### config.mk
export PLATFORM = sky130hd
export DESIGN_NAME = icb_buffer
export DESIGN_NICKNAME = d
export VERILOG_FILES = /design/src/rtl/icb_buffer.sv
export SDC_FILE = /design/constraint.sdc
export NUM_CORES = 1
export LEC_CHECK = 0
export ABC_CLOCK_PERIOD_IN_PS = 4440
export BUFFER_PORTS_ARGS = -buffer_cell sky130_fd_sc_hd__buf_2
export CORE_MARGIN = 1
export CORE_UTILIZATION = 30
export DETAILED_ROUTE_END_ITERATION = 7
export PLACE_DENSITY = 0.47
export SYNTH_ARGS = -nofsm -noshare
export SYNTH_HDL_FRONTEND = slang
export SYNTH_SLANG_ARGS = --single-unit
### constraint.sdc
create_clock -name clk -period 4.44 [get_ports clk]
set_input_delay 0.888 -clock clk [delete_from_list [all_inputs] [get_ports clk]]
set_output_delay 0.888 -clock clk [all_outputs]
set_load 0.03 [all_outputs]
### src/rtl/icb_buffer.sv
// icb_buffer: registered ICB buffer stage between an ICB master (s_ side)
// and the ICB-to-APB bridge (m_ side). Commands and responses each pass
// through a small FIFO; the number of transactions accepted upstream but
// not yet answered upstream is capped at OUTS_MAX. A downstream response
// arriving with nothing pending raises a sticky orphan_err flag.
module icb_buffer #(
  parameter int ADDR_W    = 32,
  parameter int DATA_W    = 32,
  parameter int CMD_DEPTH = 2,
  parameter int RSP_DEPTH = 2,
  parameter int OUTS_MAX  = 4
) (
  input  logic                clk,
  input  logic                rst,
  input  logic                s_icb_cmd_valid,
  output logic                s_icb_cmd_ready,
  input  logic [ADDR_W-1:0]   s_icb_cmd_addr,
  input  logic                s_icb_cmd_read,
  input  logic [DATA_W-1:0]   s_icb_cmd_wdata,
  input  logic [DATA_W/8-1:0] s_icb_cmd_wmask,
  output logic                s_icb_rsp_valid,
  input  logic                s_icb_rsp_ready,
  output logic [DATA_W-1:0]   s_icb_rsp_rdata,
  output logic                s_icb_rsp_err,
  output logic                m_icb_cmd_valid,
  input  logic                m_icb_cmd_ready,
  output logic [ADDR_W-1:0]   m_icb_cmd_addr,
  output logic                m_icb_cmd_read,
  output logic [DATA_W-1:0]   m_icb_cmd_wdata,
  output logic [DATA_W/8-1:0] m_icb_cmd_wmask,
  input  logic                m_icb_rsp_valid,
  output logic                m_icb_rsp_ready,
  input  logic [DATA_W-1:0]   m_icb_rsp_rdata,
  input  logic                m_icb_rsp_err,
  output logic                orphan_err
);

  localparam int MW  = DATA_W / 8;
  localparam int CPW = $clog2(CMD_DEPTH);
  localparam int CCW = $clog2(CMD_DEPTH + 1);
  localparam int RPW = $clog2(RSP_DEPTH);
  localparam int RCW = $clog2(RSP_DEPTH + 1);
  localparam int OCW = $clog2(OUTS_MAX + 1);

  localparam logic [CCW-1:0] CMD_FULL = CCW'(CMD_DEPTH);
  localparam logic [RCW-1:0] RSP_FULL = RCW'(RSP_DEPTH);
  localparam logic [OCW-1:0] OUTS_CAP = OCW'(OUTS_MAX);

  // command FIFO storage and pointers
  logic [ADDR_W-1:0] cmd_addr_q  [CMD_DEPTH];
  logic              cmd_read_q  [CMD_DEPTH];
  logic [DATA_W-1:0] cmd_wdata_q [CMD_DEPTH];
  logic [MW-1:0]     cmd_wmask_q [CMD_DEPTH];
  logic [CPW-1:0]    cmd_wr_ptr;
  logic [CPW-1:0]    cmd_rd_ptr;
  logic [CCW-1:0]    cmd_cnt;

  // response FIFO storage and pointers
  logic [DATA_W-1:0] rsp_rdata_q [RSP_DEPTH];
  logic              rsp_err_q   [RSP_DEPTH];
  logic [RPW-1:0]    rsp_wr_ptr;
  logic [RPW-1:0]    rsp_rd_ptr;
  logic [RCW-1:0]    rsp_cnt;

  logic [OCW-1:0]    outs_cnt;
  logic [OCW-1:0]    pend_cnt;

  logic s_cmd_hs;
  logic m_cmd_hs;
  logic m_rsp_hs;
  logic s_rsp_hs;
  logic orphan_hit;

  // Ready/valid derived from state only; everything is held quiet while rst
  // is high so no handshake can complete in the reset cycle.
  always_comb begin
    s_icb_cmd_ready = !rst && (cmd_cnt < CMD_FULL) && (outs_cnt < OUTS_CAP);
    m_icb_rsp_ready = !rst && (rsp_cnt < RSP_FULL);
    m_icb_cmd_valid = !rst && (cmd_cnt != '0);
    s_icb_rsp_valid = !rst && (rsp_cnt != '0);
    m_icb_cmd_addr  = rst ? '0 : cmd_addr_q[cmd_rd_ptr];
    m_icb_cmd_read  = rst ? 1'b0 : cmd_read_q[cmd_rd_ptr];
    m_icb_cmd_wdata = rst ? '0 : cmd_wdata_q[cmd_rd_ptr];
    m_icb_cmd_wmask = rst ? '0 : cmd_wmask_q[cmd_rd_ptr];
    s_icb_rsp_rdata = rst ? '0 : rsp_rdata_q[rsp_rd_ptr];
    s_icb_rsp_err   = rst ? 1'b0 : rsp_err_q[rsp_rd_ptr];
  end

  // Handshake strobes and orphan detection (a same-cycle downstream command
  // handshake covers a response arriving while pend_cnt is still 0).
  always_comb begin
    s_cmd_hs   = s_icb_cmd_valid && s_icb_cmd_ready;
    m_cmd_hs   = m_icb_cmd_valid && m_icb_cmd_ready;
    m_rsp_hs   = m_icb_rsp_valid && m_icb_rsp_ready;
    s_rsp_hs   = s_icb_rsp_valid && s_icb_rsp_ready;
    orphan_hit = m_rsp_hs && (pend_cnt == '0) && !m_cmd_hs;
  end

  // Command FIFO: push on upstream handshake, pop on downstream handshake.
  always_ff @(posedge clk) begin
    if (rst) begin
      for (int i = 0; i < CMD_DEPTH; i++) begin
        cmd_addr_q[i]  <= '0;
        cmd_read_q[i]  <= 1'b0;
        cmd_wdata_q[i] <= '0;
        cmd_wmask_q[i] <= '0;
      end
      cmd_wr_ptr <= '0;
      cmd_rd_ptr <= '0;
      cmd_cnt    <= '0;
    end else begin
      if (s_cmd_hs) begin
        cmd_addr_q[cmd_wr_ptr]  <= s_icb_cmd_addr;
        cmd_read_q[cmd_wr_ptr]  <= s_icb_cmd_read;
        cmd_wdata_q[cmd_wr_ptr] <= s_icb_cmd_wdata;
        cmd_wmask_q[cmd_wr_ptr] <= s_icb_cmd_wmask;
        cmd_wr_ptr              <= cmd_wr_ptr + 1'b1;
      end
      if (m_cmd_hs) begin
        cmd_rd_ptr <= cmd_rd_ptr + 1'b1;
      end
      case ({s_cmd_hs, m_cmd_hs})
        2'b10:   cmd_cnt <= cmd_cnt + 1'b1;
        2'b01:   cmd_cnt <= cmd_cnt - 1'b1;
        default: cmd_cnt <= cmd_cnt;
      endcase
    end
  end

  // Response FIFO: push {rdata, err} from downstream, pop on upstream handshake.
  always_ff @(posedge clk) begin
    if (rst) begin
      for (int i = 0; i < RSP_DEPTH; i++) begin
        rsp_rdata_q[i] <= '0;
        rsp_err_q[i]   <= 1'b0;
      end
      rsp_wr_ptr <= '0;
      rsp_rd_ptr <= '0;
      rsp_cnt    <= '0;
    end else begin
      if (m_rsp_hs) begin
        rsp_rdata_q[rsp_wr_ptr] <= m_icb_rsp_rdata;
        rsp_err_q[rsp_wr_ptr]   <= m_icb_rsp_err;
        rsp_wr_ptr              <= rsp_wr_ptr + 1'b1;
      end
      if (s_rsp_hs) begin
        rsp_rd_ptr <= rsp_rd_ptr + 1'b1;
      end
      case ({m_rsp_hs, s_rsp_hs})
        2'b10:   rsp_cnt <= rsp_cnt + 1'b1;
        2'b01:   rsp_cnt <= rsp_cnt - 1'b1;
        default: rsp_cnt <= rsp_cnt;
      endcase
    end
  end

  // Upstream outstanding count. An orphan response popped upstream must not
  // wrap the counter, so the decrement is suppressed at zero.
  always_ff @(posedge clk) begin
    if (rst) begin
      outs_cnt <= '0;
    end else begin
      case ({s_cmd_hs, s_rsp_hs})
        2'b10:   outs_cnt <= outs_cnt + 1'b1;
        2'b01:   outs_cnt <= (outs_cnt != '0) ? outs_cnt - 1'b1 : outs_cnt;
        default: outs_cnt <= outs_cnt;
      endcase
    end
  end

  // Downstream pending count; an orphan response leaves it at zero.
  always_ff @(posedge clk) begin
    if (rst) begin
      pend_cnt <= '0;
    end else begin
      case ({m_cmd_hs, m_rsp_hs})
        2'b10:   pend_cnt <= pend_cnt + 1'b1;
        2'b01:   pend_cnt <= (pend_cnt != '0) ? pend_cnt - 1'b1 : pend_cnt;
        default: pend_cnt <= pend_cnt;
      endcase
    end
  end

  // Sticky orphan flag, cleared only by reset.
  always_ff @(posedge clk) begin
    if (rst) begin
      orphan_err <= 1'b0;
    end else if (orphan_hit) begin
      orphan_err <= 1'b1;
    end
  end

endmodule

==> results of run 1 <==
-- per-stage QoR --
stage | total power (uW) | util | hold WS [ns] | instance area, um2
finish | 5330 | 0.380 | 0.448 | 12400
global placement | 3330 | 0.354 | 0.439 | 11600
floorplan | 3040 | - | 0.470 | 9970
global route | 5570 | 0.380 | 0.490 | 12400
detailed placement | 3330 | 0.354 | 0.444 | 11600
CTS | 5410 | 0.379 | 0.456 | 12400
-- area by class of cell --
class	count	area [um2]
Clock inverter	14	126
Antenna cell	7	17.5
Inverter	10	37.5
Multi-Input combinational cell	489	3250
Tap cell	442	553
Timing Repair Buffer	231	1240
Fill cell	3224	20200
Clock buffer	33	698
Sequential cell	221	6470
-- power breakdown --
group,switching (uW),internal (uW),total (uW)
clock network,840,1230,2070
registers,72.7,2450,2520
logic,493,252,745
-- how the worst min path moves through the flow --
stage	startpoint	to	slack, ns	cells past startpoint
after floorplan	pend_cnt[2]$_SDFFE_PP0P_	pend_cnt[2]$_SDFFE_PP0P_	0.47	1
after global placement	orphan_err$_SDFFE_PP0P_	orphan_err$_SDFFE_PP0P_	0.44	2
after detailed placement	orphan_err$_SDFFE_PP0P_	orphan_err$_SDFFE_PP0P_	0.44	2
after CTS	orphan_err$_SDFFE_PP0P_	orphan_err$_SDFFE_PP0P_	0.46	2
after global routing	orphan_err$_SDFFE_PP0P_	orphan_err$_SDFFE_PP0P_	0.49	2
final	orphan_err$_SDFFE_PP0P_	orphan_err$_SDFFE_PP0P_	0.45	2
-- registers in the layout (all words and copies together), names as in the netlist, named ones only --
name,cells
cmd_addr_q,64
cmd_wdata_q,64
rsp_rdata_q,64
cmd_wmask_q,8
outs_cnt,3
pend_cnt,3
cmd_cnt,2
cmd_read_q,2
rsp_cnt,2
rsp_err_q,2
cmd_rd_ptr,1
cmd_wr_ptr,1
orphan_err,1
rsp_rd_ptr,1
rsp_wr_ptr,1
-- placed cells by master (no fill, tap or decap), types with 3 or more instances in the layout --
cell	netlist	final
clkinv_2	0	4
nor3_1	3	3
edfxtp_1	204	204
a31oi_1	4	4
xnor2_1	7	7
a21oi_1	8	8
clkbuf_1	52	6
xor2_1	4	4
nor2_1	117	115
mux2i_1	102	102
buf_12	0	3
clkinvlp_4	0	3
inv_2	3	3
and3_1	103	103
diode_2	0	7
buf_4	1	15
dfxtp_1	17	14
o21ai_0	7	7
inv_1	7	7
and2_1	102	102
buf_2	7	213
nand2_1	5	5
clkbuf_16	0	27
clkinv_1	0	4
ha_1	3	3
-- cells by family (layout without fill, tap and decap cells) --
family / Yosys count / count (layout) / synth area share
other cells: 0 / 7 / 0
compound gates: 32 / 32 / 0.0205
fa+ha+maj: 4 / 4 / 0.00577
xor+xnor: 11 / 11 / 0.00966
mux: 102 / 102 / 0.102
flops: 221 / 221 / 0.649
buf+inv: 72 / 288 / 0.0284
simple gates: 340 / 340 / 0.185
-- worst max-delay path, cell delays in order --
cell and delay, ns:
buf_4 0.62, buf_4 0.46, nor2_1 0.10, buf_2 0.19
-- metal layers --
layer | up-vias | global-route usage | part of all wire
met5 | - | 0 | 0.0024
met4 | 10 | 0.0417 | 0.019
met3 | 48 | 0.0431 | 0.074
met2 | 190 | 0.246 | 0.47
met1 | 3155 | 0.178 | 0.43
li1 | 3183 | - | -
==> qor.csv, run 1 <==
metric;value;unit
outcome;completed;
setup TNS;0;ns
Die W;184;um
Yosys top cell by area;edfxtp_1;
Synth area leaders;edfxtp_1 61%, mux2i_1 10%, and3_1 6.5%, and2_1 6.4%, nor2_1 4.4%;
async set-reset flop share out of synthesis;0;
# nets final;1091;
die area;34000;um2
Root Driver;clkbuf_16;
Hold Violations, Final;0;
Final min period;3.24;ns
Die Y;184;um
Top Ports;215;
Total GRT Usage;0.145;
relative slew slack;0.378;
CTS clk-pin slew, worst paths;0.06;ns
clk_skew;0.00786;ns
CTS tree;built;
Num Clock Sinks;221;
Std-Cell Rows;66;
cts hold-fix bufs;0;
Max IR drop VDD;0.216;mV
TritonCTS Buffers;26;
Fmax achieved;309;MHz
Post-synth top flop;edfxtp_1;
Worst Path Required;3.55;ns
Final GP Congestion;0.744;
CP endpoint;m_icb_cmd_addr[19];
core region area;32600;um2
max cap viols;0;
Setup crit start kind;input pin;
R2R cell count;5;
grt ovf;0;
top-area cell type share of the netlist area;0.614;
DRC;0;
register-to-register setup slack;2.34;ns
share of cells above drive strength 1;0.283;
post_cts resized;0;
largest net degree at the start of global routing;70;
most numerous cell in the Yosys netlist;edfxtp_1;
Pre-antenna DRT Iters;4;
final setup violation count;0;
post-route worst setup slack;1.20;ns
initial antenna violation count;10;
number of flops mapped to enable cells by yosys;204;
Area Growth Syn to Fin;24.3;%
syn_area_per_cell;12.7;um2
Iteration-0 DRC Markers;430;
synthesized flop and latch total;221;
final WL;24800;um
WL/cell;17.1;um
P_leak;0.00526;uW
Vias;6586;
R2R Path End;cmd_wdata_q[0][31]$_SDFFCE_PN0P_;
Placed Cells;1393;
sequential fraction of the synthesis area;0.649;
Synthesized Nets;894;
Max clock buf depth;3;
worst-path maximum fanout;67;
Post-Place Setup Slack;1.20;ns
Via density;4.55;
vias in the first global route;6557;
# port buffers;214;
crit share post-route;0.729;
Slew Limit Fails;0;
DRT antenna net count;0;
Cell variety after synth;38;
Critical Path Source;rst;
DPL Wire Length;14700;um
Worst Path Arrival;2.35;ns
Synth Instances;782;
Crit. End Element;primary output;
Initial Utilization;0.306;
reg2reg start;outs_cnt[2]$_SDFFE_PP0P_;
top post-synthesis cells by count;204 x edfxtp_1, 117 x nor2_1, 103 x and3_1, 102 x and2_1, 102 x mux2i_1;
critical path class;input pin to primary output;
RSZ-0062 raised after global routing;no;
worst slew pin tran;0.934;ns
global-route wire length before repair;37500;um
yosys warns;0;
worst min path class;flop to flop;
H-tree levels;1;
Post CTS Setup Buffer Count;0;
synthesized cell area;9970;um2
Pwr Density;430;nW/um2
Clock Latency Late Sink;0.52;ns
Finished Layout Cells;1447;
(Power assumes the default switching activity.)
==> inputs of run 2 (changes only) <==
ABC_CLOCK_PERIOD_IN_PS = 3400   (was 4440)
clock period = 3.4 ns   (was 4.44 ns; I/O delays follow)
==> run 2 against run 1 <==
Compared with the run above:
- clock skew grew 0.0013 ns
- power grew 27%
- hold slack lost 0.0061 ns
- core utilization shrank 0.13 points
- wire length shrank 1.4%
- sequential share of layout area grew 0.19 points
- critical path depth is the same
- final cell count shrank 0.48%
==> qor.csv, run 2 (same netlist as run 1, synthesis figures left out) <==
metric;value;unit;change
Psw;1780;uW;+27%
clk_skew;0.00917;ns;+0.00131 ns
Total GRT Usage;0.143;;-0.00194
Filler cells;3225;;+0.031%
RSZ-0062 raised after global routing;no;;
crit share post-route;0.860;;
cts hold-fix bufs;0;;unchanged
Final min period;2.92;ns;
share of cells above drive strength 1;0.278;;-0.00417
critical path class;flop to primary output;;
Pre-antenna DRT Iters;4;;unchanged
vias in the first global route;6485;;-1.1%
Die Y;184;um;unchanged
most common cell after layout, fill and taps aside;buf_2;;
Via density;4.54;;-0.15%
fin util;0.379;;-0.00134
final setup violation count;0;;unchanged
worst min path class;flop to flop;;
final WL;24500;um;-1.4%
worst-path maximum fanout;32;;-52%
Pwr Density;550;nW/um2;+28%
die area;34000;um2;unchanged
combinational group share of total power;0.146;;+0.006
Placed Cells;1393;;unchanged
Final GP Congestion;0.703;;-5.6%
largest net degree at the start of global routing;75;;+7.1%
sw frac;0.263;;-0.00103
Top Ports;215;;unchanged
Crit. End Element;primary output;;
Max clock buf depth;3;;unchanged
Std-Cell Rows;66;;unchanged
Reg power frac;0.484;;+0.011
Root Driver;clkbuf_16;;
# port buffers;214;;unchanged
Worst Path Required;2.72;ns;-0.83 ns
WL/cell;17.0;um;-0.96%
DPL Wire Length;14600;um;-0.84%
outcome;completed;;
clock group share of total power;0.370;;-0.017
Worst Path Arrival;2.24;ns;-0.11 ns
TritonCTS Buffers;26;;unchanged
grt ovf;0;;unchanged
post_cts resized;0;;unchanged
relative slew slack;0.378;;about the same
Hold Violations, Final;0;;unchanged
Num Clock Sinks;221;;unchanged
Initial Utilization;0.306;;unchanged
register-to-register setup slack;1.31;ns;-1.03 ns
initial antenna violation count;8;;-2
post-route worst setup slack;0.476;ns;-0.729 ns
# nets final;1091;;unchanged
global-route wire length before repair;37300;um;-0.57%
Area Growth Syn to Fin;23.9;%;
CTS clk-pin slew, worst paths;0.06;ns;about the same
Die W;184;um;unchanged
Iteration-0 DRC Markers;338;;-21%
P_leak;0.00524;uW;-0.27%
worst slew pin tran;0.934;ns;+0.0000134 ns
Clock Latency Late Sink;0.52;ns;about the same
Pwr Total;6790;uW;+27%
Post-Place Setup Slack;0.655;ns;-0.545 ns
Vias;6544;;-0.64%
DRT antenna net count;0;;unchanged
H-tree levels;1;;unchanged
Setup crit start kind;flop;;
core region area;32600;um2;unchanged
Max IR drop VDD;0.388;mV;+80%
Slew Limit Fails;0;;unchanged
commonest non-fill, non-tap cells in the layout;213 x buf_2, 204 x edfxtp_1, 115 x nor2_1;;
Fmax achieved;342;MHz;
max cap viols;0;;unchanged
largest registers;cmd_addr_q x64, cmd_wdata_q x64, rsp_rdata_q x64;;
setup TNS;0;ns;unchanged
P_int;5010;uW;+28%
Finished Layout Cells;1440;;-0.48%
CTS tree;built;;
DRC;0;;unchanged
Post CTS Setup Buffer Count;0;;unchanged
## run 2: path summary, 6_finish.rpt
kind / end / from / depth (start not counted)
worst max-delay path: m_icb_cmd_wmask[0] / flop / 4
worst min-delay path: orphan_err$_SDFFE_PP0P_ / orphan_err$_SDFFE_PP0P_ / 2
worst max register to register: pend_cnt[1]$_SDFFE_PP0P_ / cmd_cnt[1]$_SDFFE_PP0P_ / 8
worst min register to register: orphan_err$_SDFFE_PP0P_ / orphan_err$_SDFFE_PP0P_ / 2
## run 2: through the flow
step,cell area (um2),hold slack (ns)
floorplan,9970,0.470
global placement,11600,0.432
detailed placement,11600,0.437
CTS,12300,0.415
global route,12300,0.427
finish,12300,0.442
## run 2: area by class of cell
class | instances | area, um2 | area share
Antenna cell | 3 | 7.51 | 0.000608
Multi-Input combinational cell | 489 | 3250 | 0.263
Clock buffer | 35 | 726 | 0.0588
Timing Repair Buffer | 231 | 1260 | 0.102
Tap cell | 442 | 553 | 0.0448
Sequential cell | 221 | 6470 | 0.524
Clock inverter | 9 | 40.0 | 0.00324
Inverter | 10 | 37.5 | 0.00304
## run 2: power by group through the flow
stage	clock [uW]	sequential, uW	combinational [uW]
2_1_floorplan	0	3300	670
3_3_place_gp	0	3340	1010
3_5_place_dp	0	3340	1010
5_1_grt	2700	3310	1080
6_report	2510	3280	992
4_1_cts	2590	3290	1010
## run 2: per-layer routing
layer  wire length (um)  vias to the layer above  global-route usage
met5                 59                        -                   0
met4                434                       10              0.0320
met3               1440                       34              0.0360
met2              11100                      167               0.234
met1              11400                     3157               0.191
li1                   -                     3176                   -
## run 2: worst max-delay path, stage by stage (launching register included)
cell and delay (ns):
dfxtp_4 0.77, buf_12 0.31, mux2i_1 0.36, nor2_1 0.08, buf_2 0.20
